File: src/rtl/display_scan_ctrl.sv
// display_scan_ctrl: memory-mapped 4-digit 7-segment scan controller with dead-time blanking and PWM brightness
// Ports: clk/rst_n clock and async active-low reset; addr/data_in/we CPU write bus (0x03..0x08);
// data_out combinational readback; seg/dp/an active-low display drives; frame_strobe end-of-frame pulse.
module display_scan_ctrl #(
  parameter int SUB_DIV   = 3125,
  parameter int BLANK_CYC = 64
) (
  input  logic        clk,
  input  logic        rst_n,
  input  logic [7:0]  addr,
  input  logic [15:0] data_in,
  input  logic        we,
  output logic [15:0] data_out,
  output logic [6:0]  seg,
  output logic        dp,
  output logic [3:0]  an,
  output logic        frame_strobe
);
  localparam int CW = (SUB_DIV > 1) ? $clog2(SUB_DIV) : 1;
  localparam logic [CW-1:0] SUB_LAST   = CW'(SUB_DIV - 1);
  localparam logic [CW-1:0] BLANK_LAST = CW'(BLANK_CYC - 1);
  typedef enum logic [1:0] {OFF, BLANK, ON} state_t;
  state_t           state;
  logic [3:0][6:0]  digit;
  logic [3:0]       dp_mask;
  logic             en;
  logic [2:0]       bright;
  logic [CW-1:0]    sub_cnt;
  logic [2:0]       sub_idx;
  logic [1:0]       dig_idx;
  logic [6:0]       sh_seg;
  logic             sh_dp;
  logic [2:0]       sh_bright;
  logic             unused_bits;
  // digit registers sit at 0x03..0x06, so addr[1:0]+1 maps them onto 0..3
  logic [1:0] ri;
  logic       is_digit;
  logic       sub_wrap;
  logic       slot_end;
  logic       load;
  logic [1:0] nxt;
  logic       lit;
  assign unused_bits = ^data_in[15:7];
  assign ri       = addr[1:0] + 2'd1;
  assign is_digit = addr >= 8'h03 && addr <= 8'h06;
  assign data_out = is_digit ? {9'd0, digit[ri]} :
                    addr == 8'h07 ? {12'd0, dp_mask} :
                    addr == 8'h08 ? {12'd0, bright, en} : 16'd0;
  always_ff @(posedge clk or negedge rst_n) begin
    if (!rst_n) begin
      digit   <= {4{7'h40}};
      dp_mask <= 4'd0;
      en      <= 1'b1;
      bright  <= 3'd7;
    end else if (we) begin
      if (is_digit) digit[ri] <= data_in[6:0];
      if (addr == 8'h07) dp_mask <= data_in[3:0];
      if (addr == 8'h08) {bright, en} <= data_in[3:0];
    end
  end
  assign sub_wrap = sub_cnt == SUB_LAST;
  assign slot_end = state == ON && sub_idx == 3'd7 && sub_wrap;
  // shadows are captured only as a slot starts, so CPU writes never tear a slot
  assign load = en && (slot_end || (state != BLANK && state != ON));
  assign nxt  = slot_end ? dig_idx + 2'd1 : 2'd0;
  // en is checked here too so clearing enable blanks on the very next output cycle
  assign lit  = en && state == ON && sub_idx <= sh_bright;
  always_ff @(posedge clk or negedge rst_n) begin
    if (!rst_n) begin
      state        <= OFF;
      sub_cnt      <= '0;
      sub_idx      <= 3'd0;
      dig_idx      <= 2'd0;
      sh_seg       <= 7'h7F;
      sh_dp        <= 1'b0;
      sh_bright    <= 3'd0;
      an           <= 4'hF;
      seg          <= 7'h7F;
      dp           <= 1'b1;
      frame_strobe <= 1'b0;
    end else begin
      an           <= lit ? ~(4'b0001 << dig_idx) : 4'hF;
      seg          <= lit ? sh_seg : 7'h7F;
      dp           <= lit ? ~sh_dp : 1'b1;
      frame_strobe <= en && slot_end && dig_idx == 2'd3;
      if (load) begin
        sh_seg    <= digit[nxt];
        sh_dp     <= dp_mask[nxt];
        sh_bright <= bright;
      end
      if (!en || (state != BLANK && state != ON)) begin
        state   <= en ? BLANK : OFF;
        sub_cnt <= '0;
        sub_idx <= 3'd0;
        dig_idx <= 2'd0;
      end else begin
        sub_cnt <= sub_wrap ? '0 : sub_cnt + 1'b1;
        sub_idx <= sub_wrap ? sub_idx + 3'd1 : sub_idx;
        if (state == BLANK && sub_cnt == BLANK_LAST) state <= ON;
        if (slot_end) begin
          state   <= BLANK;
          dig_idx <= dig_idx + 2'd1;
        end
      end
    end
  end
endmodule
File: config.mk
export PLATFORM = sky130hd
export DESIGN_NAME = display_scan_ctrl
export DESIGN_NICKNAME = d
export VERILOG_FILES = /design/src/rtl/display_scan_ctrl.sv
export SDC_FILE = /design/constraint.sdc
export NUM_CORES = 1
export LEC_CHECK = 0
export BUFFER_PORTS_ARGS = -buffer_cell sky130_fd_sc_hd__buf_2
export CORE_MARGIN = 8
export CORE_UTILIZATION = 57
export DETAILED_ROUTE_END_ITERATION = 16
export PLACE_DENSITY = 0.86
export SYNTH_ARGS = -nofsm -noshare
export SYNTH_HDL_FRONTEND = slang
export SYNTH_SLANG_ARGS = --single-unit
File: constraint.sdc
create_clock -name clk -period 2.75 [get_ports clk]
set_input_delay 0.55 -clock clk [delete_from_list [all_inputs] [get_ports clk]]
set_output_delay 0.55 -clock clk [all_outputs]
set_load 0.01 [all_outputs]
==> results.md, run 1 <==
* Die area at 9970 um^2
* Initial Util at 58.99%
* Clock buffer depth at 2
* I/O Pins at 56
* FFs w/ async S/R, synth at 100.0%
* Post-layout min period at 2.655 ns
* Post-synth top area cell: dfrtp_1
* Syn Area/Cell at 11.45 um^2
* Routed wire length at 8331 um
* Setup repair bufs after CTS at 0
* R2R Setup Slk at 0.37 ns
* Synthesized area at 4008 um^2
* Main synth FF type: dfrtp_1
* Worst Path Buf+Inv at 3
* CTS tree: done
* Most common cell on crit path: buf_2
* Initial antenna violation count at 0
* Clock Latency Late Sink at 0.34 ns
* Final period util at 96.53%
* Largest net degree at the start of global routing at 80
* CTS Buf Count at 9
* Top-area cell type share of the netlist area at 32.47%
* Site row count at 30
* Final Wtd Congestion at 0.8036
* Crit-path slowest cell: or4_4
* Die W at 99.85 um
* Fmax at 376.7 MHz
* Reg area at 2011 um^2
* Sw Share at 22.40%
* Crit path max-delay family: simple AND/OR/NAND/NOR gates
* R2R depth at 5
* Hold WC Path Type: primary input to asynchronous set/reset pin
* Pwr per Cell Area at 526.0 nW/um^2
* TritonCTS Sinks at 79
* FF-to-FF End: sh_dp
* Vias/cell at 5.575
* Iter 0 DRT Violations at 144
* CP Max Fanout at 12
* Die Height at 99.85 um
* Seq pwr share at 52.2%
* Worst path arrival time at 2.10 ns
* Final setup fails at 0
* Post-layout nets at 437
* Unique masters post-synth at 43
* Internal power at 1851 uW
* Synth area leaders: dfrtp_1 (32%), dfstp_2 (18%), mux2_2 (7.3%)
* I/O Buffers at 37
* Placed cell area at 4298 um^2
* Root buffer cell: clkbuf_8
* Final setup skew at 0.006204 ns
* Max-cap violations at 0
* Startpoint class of the critical path: primary input
* Share of layout cells above drive strength 1 at 33.67%
* Fin. Hold Viols at 0
* Antenna diode count at 0
* H-tree Lvls at 3
* GRT Util Overall at 17.61%
* Peak VDD IR at 0.0002891 V
* Least-Margin Pin Slew at 0.5442 ns
* CP endpoint kind: primary output
* #FFs+latches synth at 79
* Multi-input gate area at 1833 um^2
* Slew Limit Fails at 0
* Routed Antenna Nets at 0
* Number of global-route vias before repair at 2862
* Fin area at 4536 um^2
* Yosys warns at 0
* DR DRC count at 0
* Top-count cell post-synth: dfrtp_1
* Fillers at 507
* Outcome: finished, final reports clean
* Lkg Pwr at 0.001986 uW
* WL per Instance at 16.86 um
* Synthesis-to-finish area growth at 13.18%
* DPL Wire Length at 5875 um
* Core region area at 6794 um^2
* Share of total power in combinational logic at 7.1%
* First-pass GRT wire length at 13790 um
* EDFF count, synth at 0
* Setup_tns at 0 ns
* Part of the power in the clock network at 40.7%
* Total gr overflow at 0
* Most instantiated cells after synthesis: dfrtp_1 (52), nand2_1 (30), dfstp_2 (27)
* RSZ-0062 raised after global routing: no
* Via Count at 2754
* Slowest Stage Delay on Critical Path at 0.56 ns
* Critical R2R Launch: sub_cnt[6]
* Worst path required time at 2.20 ns
* Drt pass-1 iters at 4
* Switching power at 534.5 uW
* CP Class: primary input to primary output
* Mapped Cells at 350
* Critical path cell sequence: buf_2 > or4_4 > nor4_2 > buf_4 > nand2_1 > o21ai_0 > buf_2
* Clk pin slew, worst setup/hold paths at 0.07 ns
* Rel. slew slack at 63.42%
* Register area share after synthesis at 50.17%
## power groups by stage
stage	Clock, uW	Sequential [uW]	Combinational [uW]
6_report	971	1250	169
5_1_grt	1030	1250	189
4_1_cts	983	1240	170
3_5_place_dp	0	1270	168
3_3_place_gp	0	1260	161
2_1_floorplan	0	1260	111
## stage by stage
step                      std cells  util, %  hold slack (ns)  worst slack (ns)  power [uW]
after floorplan                 358        -           0.2544           0.07964        1367
after global placement          478    63.26           0.3841            0.1067        1422
after detailed placement        478    63.26           0.3893           0.01635        1433
after CTS                       494    66.67           0.2476          0.006761        2398
after global routing            494    66.76           0.2523           0.03147        2472
final                           494    66.76           0.2438           0.09550        2386
## placed cells by master (no fill, tap or decap), types with 2 or more instances in the layout
cell        count
nand4_1         5
and2_1          5
buf_4           7
mux2_2         26
buf_2          37
o22ai_1         8
mux2i_1         2
nand2_1        30
mux2_1         20
dfstp_2        27
a22oi_1         4
ha_1           17
a21oi_1        10
dfrtp_1        52
clkinvlp_4      2
and3_1          3
nand3_1         4
inv_1          21
nand4b_1        2
nor2_1         22
o21ai_1        17
xor2_1          4
xnor2_1         7
or4_4           2
o21ai_0         6
conb_1          9
nand2_2         4
nor4_2          3
mux4_2          7
clkbuf_8       11
bufinv_16       2
nand2b_1        8
## area by class of cell
class | count | area share, %
clock buffers | 11 | 3.338
clock inverters | 5 | 1.766
inverters | 22 | 1.821
multi-input cells | 236 | 40.41
flip-flops and latches | 79 | 44.33
well taps | 96 | 2.648
repair buffers | 45 | 5.683
## logic make-up (layout without fill, tap and decap cells)
| logic type | count (synthesis) | in the layout | synth area share (%) |
|---|---|---|---|
| fa+ha+maj | 17 | 17 | 5.307 |
| compound gates | 47 | 47 | 6.494 |
| xor+xnor | 11 | 11 | 2.404 |
| mux | 55 | 55 | 17.36 |
| simple gates | 97 | 97 | 13.18 |
| buf+inv | 43 | 83 | 4.995 |
| flops | 79 | 79 | 50.17 |
| other cells | 1 | 9 | 0.09357 |
## how the worst max path moves through the flow
stage          slack (ns)  cells past startpoint           to    start
2_1_floorplan        0.08                      7  data_out[1]  addr[0]
4_1_cts             0.007                      6  data_out[0]  addr[5]
3_5_place_dp         0.02                      6  data_out[0]  addr[5]
3_3_place_gp         0.11                      6  data_out[0]  addr[5]
5_1_grt              0.03                      7  data_out[0]  addr[5]
6_report              0.1                      7  data_out[2]  addr[5]
## state kept, by name, indices dropped and copies added (netlist names), 2 cells and up
signal,flops
sub_idx,3
an,4
digit,28
sub_cnt,12
seg,7
dp_mask,4
sh_bright,3
bright,3
sh_seg,7
dig_idx,2
state,2
## worst reg2reg max path, cell delays in order, from the launching register on
cell     delay [ns]
dfrtp_1        0.45
or4_4          0.60
or4_1          0.75
o22ai_1        0.23
o21ai_1        0.15
o21ai_1        0.14
## what timing repair did
action | CTS | global route
hold buffers | 0 | 0
endpoints found under the setup margin | 0 | 3
hold endpoints to repair | 0 | 0
resized for setup | 0 | 1
## layer usage
layer	share of wire (%)	vias to the layer above	track usage (%)	wire [um]
met3	4.9	21	3.806	409
met1	44	1359	20.97	3648
met2	49	90	28.99	4058
li1	-	1284	-	-
met4	2.6	0	9.779	215
met5	0	-	0	0
Note: power is estimated with default switching activity, not from simulation.
==> inputs of run 2 (changes only) <==
--- a/config.mk
+++ b/config.mk
@@ -10,6 +10,7 @@
 export CORE_UTILIZATION = 57
 export DETAILED_ROUTE_END_ITERATION = 16
 export PLACE_DENSITY = 0.86
+export REMOVE_ABC_BUFFERS = 1
 export SYNTH_ARGS = -nofsm -noshare
 export SYNTH_HDL_FRONTEND = slang
 export SYNTH_SLANG_ARGS = --single-unit
==> results.md, run 2 (synthesis results as in run 1) <==
* TritonCTS Sinks at 79
* Final setup fails at 0
* Final setup skew at 0.01492 ns
* Max FFs per register at 28
* Clock Latency Late Sink at 0.36 ns
* Setup repair bufs after CTS at 0
* Routed Antenna Nets at 0
* H-tree Lvls at 3
* Routed wire length at 8448 um
* Largest regs: digit: 28 flops, sub_cnt: 12 flops
* Clock buffer depth at 2
* Total gr overflow at 0
* Post-layout nets at 437
* RSZ-0062 raised after global routing: no
* Clk pin slew, worst setup/hold paths at 0.07 ns
* Fmax at 383.8 MHz
* Worst path required time at 2.20 ns
* DPL Wire Length at 5979 um
* Initial Util at 58.99%
* Worst path arrival time at 2.06 ns
* Iter 0 DRT Violations at 168
* I/O Buffers at 37
* DR DRC count at 0
* Via Count at 2742
* Most flop-heavy register: digit
* Initial antenna violation count at 0
* Drt pass-1 iters at 4
* Fin. Hold Viols at 0
* CP Class: primary input to primary output
* Core region area at 6794 um^2
* Site row count at 30
* GRT Util Overall at 18.42%
* Post-layout min period at 2.606 ns
* Die area at 9970 um^2
* Max-cap violations at 0
* Peak VDD IR at 0.0002949 V
* Share of layout cells above drive strength 1 at 33.17%
* Hold WC Path Type: primary input to asynchronous set/reset pin
* Pwr per Cell Area at 532.5 nW/um^2
* Setup_tns at 0 ns
* Final period util at 94.75%
* R2R Setup Slk at 0.38 ns
* CP endpoint kind: primary output
* Root buffer cell: clkbuf_8
* Lkg Pwr at 0.001989 uW
* First-pass GRT wire length at 14340 um
* Worst hold slack at 0.3250 ns
* Synthesis-to-finish area growth at 13.02%
* Slew Limit Fails at 0
* CTS Buf Count at 9
* Commonest non-fill, non-tap cell in the layout: dfrtp_1
* Number of global-route vias before repair at 2966
* Antenna diode count at 0
* WL per Instance at 17.10 um
* CTS tree: done
* Vias/cell at 5.551
* Outcome: finished, final reports clean
* Total power at 2412 uW
* Die Height at 99.85 um
* Final Wtd Congestion at 0.7875
* Startpoint class of the critical path: primary input
* Die W at 99.85 um
* Rel. slew slack at 37.09%
* Largest net degree at the start of global routing at 80
* I/O Pins at 56
* CP Max Fanout at 5
* Least-Margin Pin Slew at 0.9437 ns
* Most frequent cells in the layout: dfrtp_1 (52), buf_2 (36), nand2_1 (30)
run 2: cell types whose count changed in the layout (fill, tap and decap cells not counted), sizes merged:
| cell | delta |
|---|---|
| clkinvlp | -2 |
| clkbuf | +2 |
run 2: worst max-delay path: stages:
cell,delay (ns)
buf_2,0.09
or4_4,0.56
nor3_1,0.20
buf_4,0.17
a22oi_1,0.07
o21ai_0,0.23
buf_2,0.18
run 2: final timing paths:
check                                 from     endpoint  cells past startpoint
worst max register to register  sub_cnt[7]    sh_seg[2]                      5
worst max-delay path               addr[5]  data_out[0]                      7
worst min register to register       sh_dp           dp                      1
min in group clk                     sh_dp           dp                      1
worst min-delay path                 rst_n   sub_cnt[6]                      1
max in group asynchronous            rst_n  sub_cnt[11]                      1
run 2: power breakdown:
| group | internal [uW] | switching [uW] | total [uW] |
|---|---|---|---|
| Combinational | 75.1 | 91.7 | 167 |
| Sequential | 1220 | 29.8 | 1250 |
| Clock | 591 | 409 | 1000 |
run 2: repair_timing:
action                     4_1_cts  5_1_grt
hold buffers                     0        0
setup endpoints to repair        0        2
gates resized for setup          0        1
run 2: cell type report:
class                   count  area (um^2)
flip-flops and latches     79         2011
repair buffers             45        247.7
fillers                   493         2265
clock inverters             3        65.06
clock buffers              13        170.2
well taps                  96        120.1
inverters                  22        82.58
multi-input cells         236         1833
run 2: metal layers:
metal / share of wire, % / GRT usage, % / up-vias / routed length (um)
met2: 49 / 30.12 / 87 / 4162
met1: 43 / 22.48 / 1361 / 3592
met3: 6.6 / 4.567 / 14 / 556
li1: - / - / 1280 / -
met5: 0 / 0 / - / 0
met4: 1.6 / 8.265 / 0 / 137
run 2: through the flow:
stage	setup slack (ns)	util [%]	instances	cell area, um^2
5_1_grt	0.09202	66.67	494	4529
2_1_floorplan	0.2011	-	337	3920
3_5_place_dp	0.1001	63.11	478	4288
3_3_place_gp	0.1178	63.11	478	4288
4_1_cts	0.09665	66.57	494	4523
6_report	0.1444	66.67	494	4529
==> inputs of run 3 (changes only) <==
--- a/config.mk
+++ b/config.mk
@@ -9,6 +9,8 @@
 export CORE_MARGIN = 8
 export CORE_UTILIZATION = 57
 export DETAILED_ROUTE_END_ITERATION = 16
+export GPL_ROUTABILITY_DRIVEN = 0
+export MAX_ROUTING_LAYER = met4
 export PLACE_DENSITY = 0.86
 export REMOVE_ABC_BUFFERS = 1
 export SYNTH_ARGS = -nofsm -noshare
==> results.md, run 3 (synthesis results as in run 1) <==
* Non-filler cells, final at 494
* Die W at 99.85 um
* Fmax at 385.5 MHz
* Core region area at 6794 um^2
* Max FFs per register at 28
* Die area at 9970 um^2
* CP Class: primary input to primary output
* Routed wire length at 8479 um
* Via Count at 2748
* Total gr overflow at 0
* GRT Util Overall at 19.01%
* Post-layout min period at 2.594 ns
* Commonest non-fill, non-tap cell in the layout: dfrtp_1
* RSZ-0062 raised after global routing: no
* Worst path required time at 2.20 ns
* First-pass GRT wire length at 14370 um
* Slew Limit Fails at 0
* Synthesis-to-finish area growth at 13.02%
* WL per Instance at 17.16 um
* Peak VDD IR at 0.0002879 V
* CTS tree: done
* Clk pin slew, worst setup/hold paths at 0.07 ns
* Hold WC Path Type: primary input to asynchronous set/reset pin
* Outcome: finished, final reports clean
* CP endpoint kind: primary output
* Pre-CTS setup slack at 0.1001 ns
* Initial Util at 58.99%
* Worst path arrival time at 2.04 ns
* Final setup skew at 0.01184 ns
* Die Height at 99.85 um
* Root buffer cell: clkbuf_8
* Antenna diode count at 0
* Share of layout cells above drive strength 1 at 33.17%
* CP Max Fanout at 5
* Fin. Hold Viols at 0
* Most frequent cells in the layout: dfrtp_1 (52), buf_2 (36), nand2_1 (30)
* Least-Margin Pin Slew at 0.9560 ns
* Largest regs: digit: 28 flops, sub_cnt: 12 flops
* Pwr per Cell Area at 531.9 nW/um^2
* Clock buffer depth at 2
* I/O Pins at 56
* Largest net degree at the start of global routing at 80
* Startpoint class of the critical path: primary input
* Routed Antenna Nets at 0
* Final setup fails at 0
* Placed Instances at 478
* H-tree Lvls at 3
* Max-cap violations at 0
* Rel. slew slack at 36.26%
* Setup repair bufs after CTS at 0
* DR DRC count at 0
* DPL Wire Length at 5979 um
* Number of global-route vias before repair at 2952
* Drt pass-1 iters at 4
* Iter 0 DRT Violations at 143
* Most flop-heavy register: digit
* Site row count at 30
* I/O Buffers at 37
* Worst hold slack at 0.3159 ns
* Final period util at 94.33%
* Lkg Pwr at 0.001989 uW
* Final worst setup slack at 0.1559 ns
* Initial antenna violation count at 0
* CTS Buf Count at 9
* Clock Latency Late Sink at 0.35 ns
* Setup_tns at 0 ns
* Vias/cell at 5.563
* TritonCTS Sinks at 79
* Post-layout nets at 437
## run 3: metal layers
layer  share of wire (%)  track usage [%]  wire [um]
met1                  44            22.75       3708
met5                   0                -          0
met3                 5.1            5.052        434
met2                  49            30.02       4193
met4                 1.7            7.567        143
## run 3: power breakdown
part           leakage [uW]  switching, uW  internal (uW)  total (uW)
sequential         0.000996           30.3           1220        1250
clock              0.000119            405            591         996
combinational      0.000875           92.4           75.1         168
## run 3: critical path: stages
cell     delay [ns]
buf_2          0.09
or4_4          0.56
nor3_1         0.20
buf_4          0.17
a22oi_1        0.07
o21ai_0        0.22
buf_2          0.18
## run 3: layout make-up
class,count,area (um^2)
Timing Repair Buffer,45,247.7
Multi-Input combinational cell,236,1833
Inverter,22,82.58
Sequential cell,79,2011
Tap cell,96,120.1
Clock buffer,13,170.2
Clock inverter,3,65.06
Fill cell,493,2265
## run 3: final timing paths
kind	start	to	slack, ns	cells past startpoint
max	addr[5]	data_out[1]	0.16	7
min	rst_n	sub_cnt[6]	0.32	1
max reg2reg	sub_cnt[7]	sh_seg[2]	0.39	5
min reg2reg	sh_dp	dp	0.40	1
max in group asynchronous	rst_n	sub_cnt[11]	1.78	1
min in group clk	sh_dp	dp	0.40	1
## run 3: timing repair
action / CTS / global route
setup endpoints to repair: 0 / 2
resized for setup: 0 / 1
hold buffers: 0 / 0
## run 3: stage by stage
| step | area [um^2] | total power (uW) | util [%] |
|---|---|---|---|
| finish | 4529 | 2409 | 66.67 |
| global route | 4529 | 2509 | 66.67 |
| CTS | 4523 | 2427 | 66.57 |
| detailed placement | 4288 | 1432 | 63.11 |
| global placement | 4288 | 1420 | 63.11 |
| floorplan | 3920 | 1353 | - |
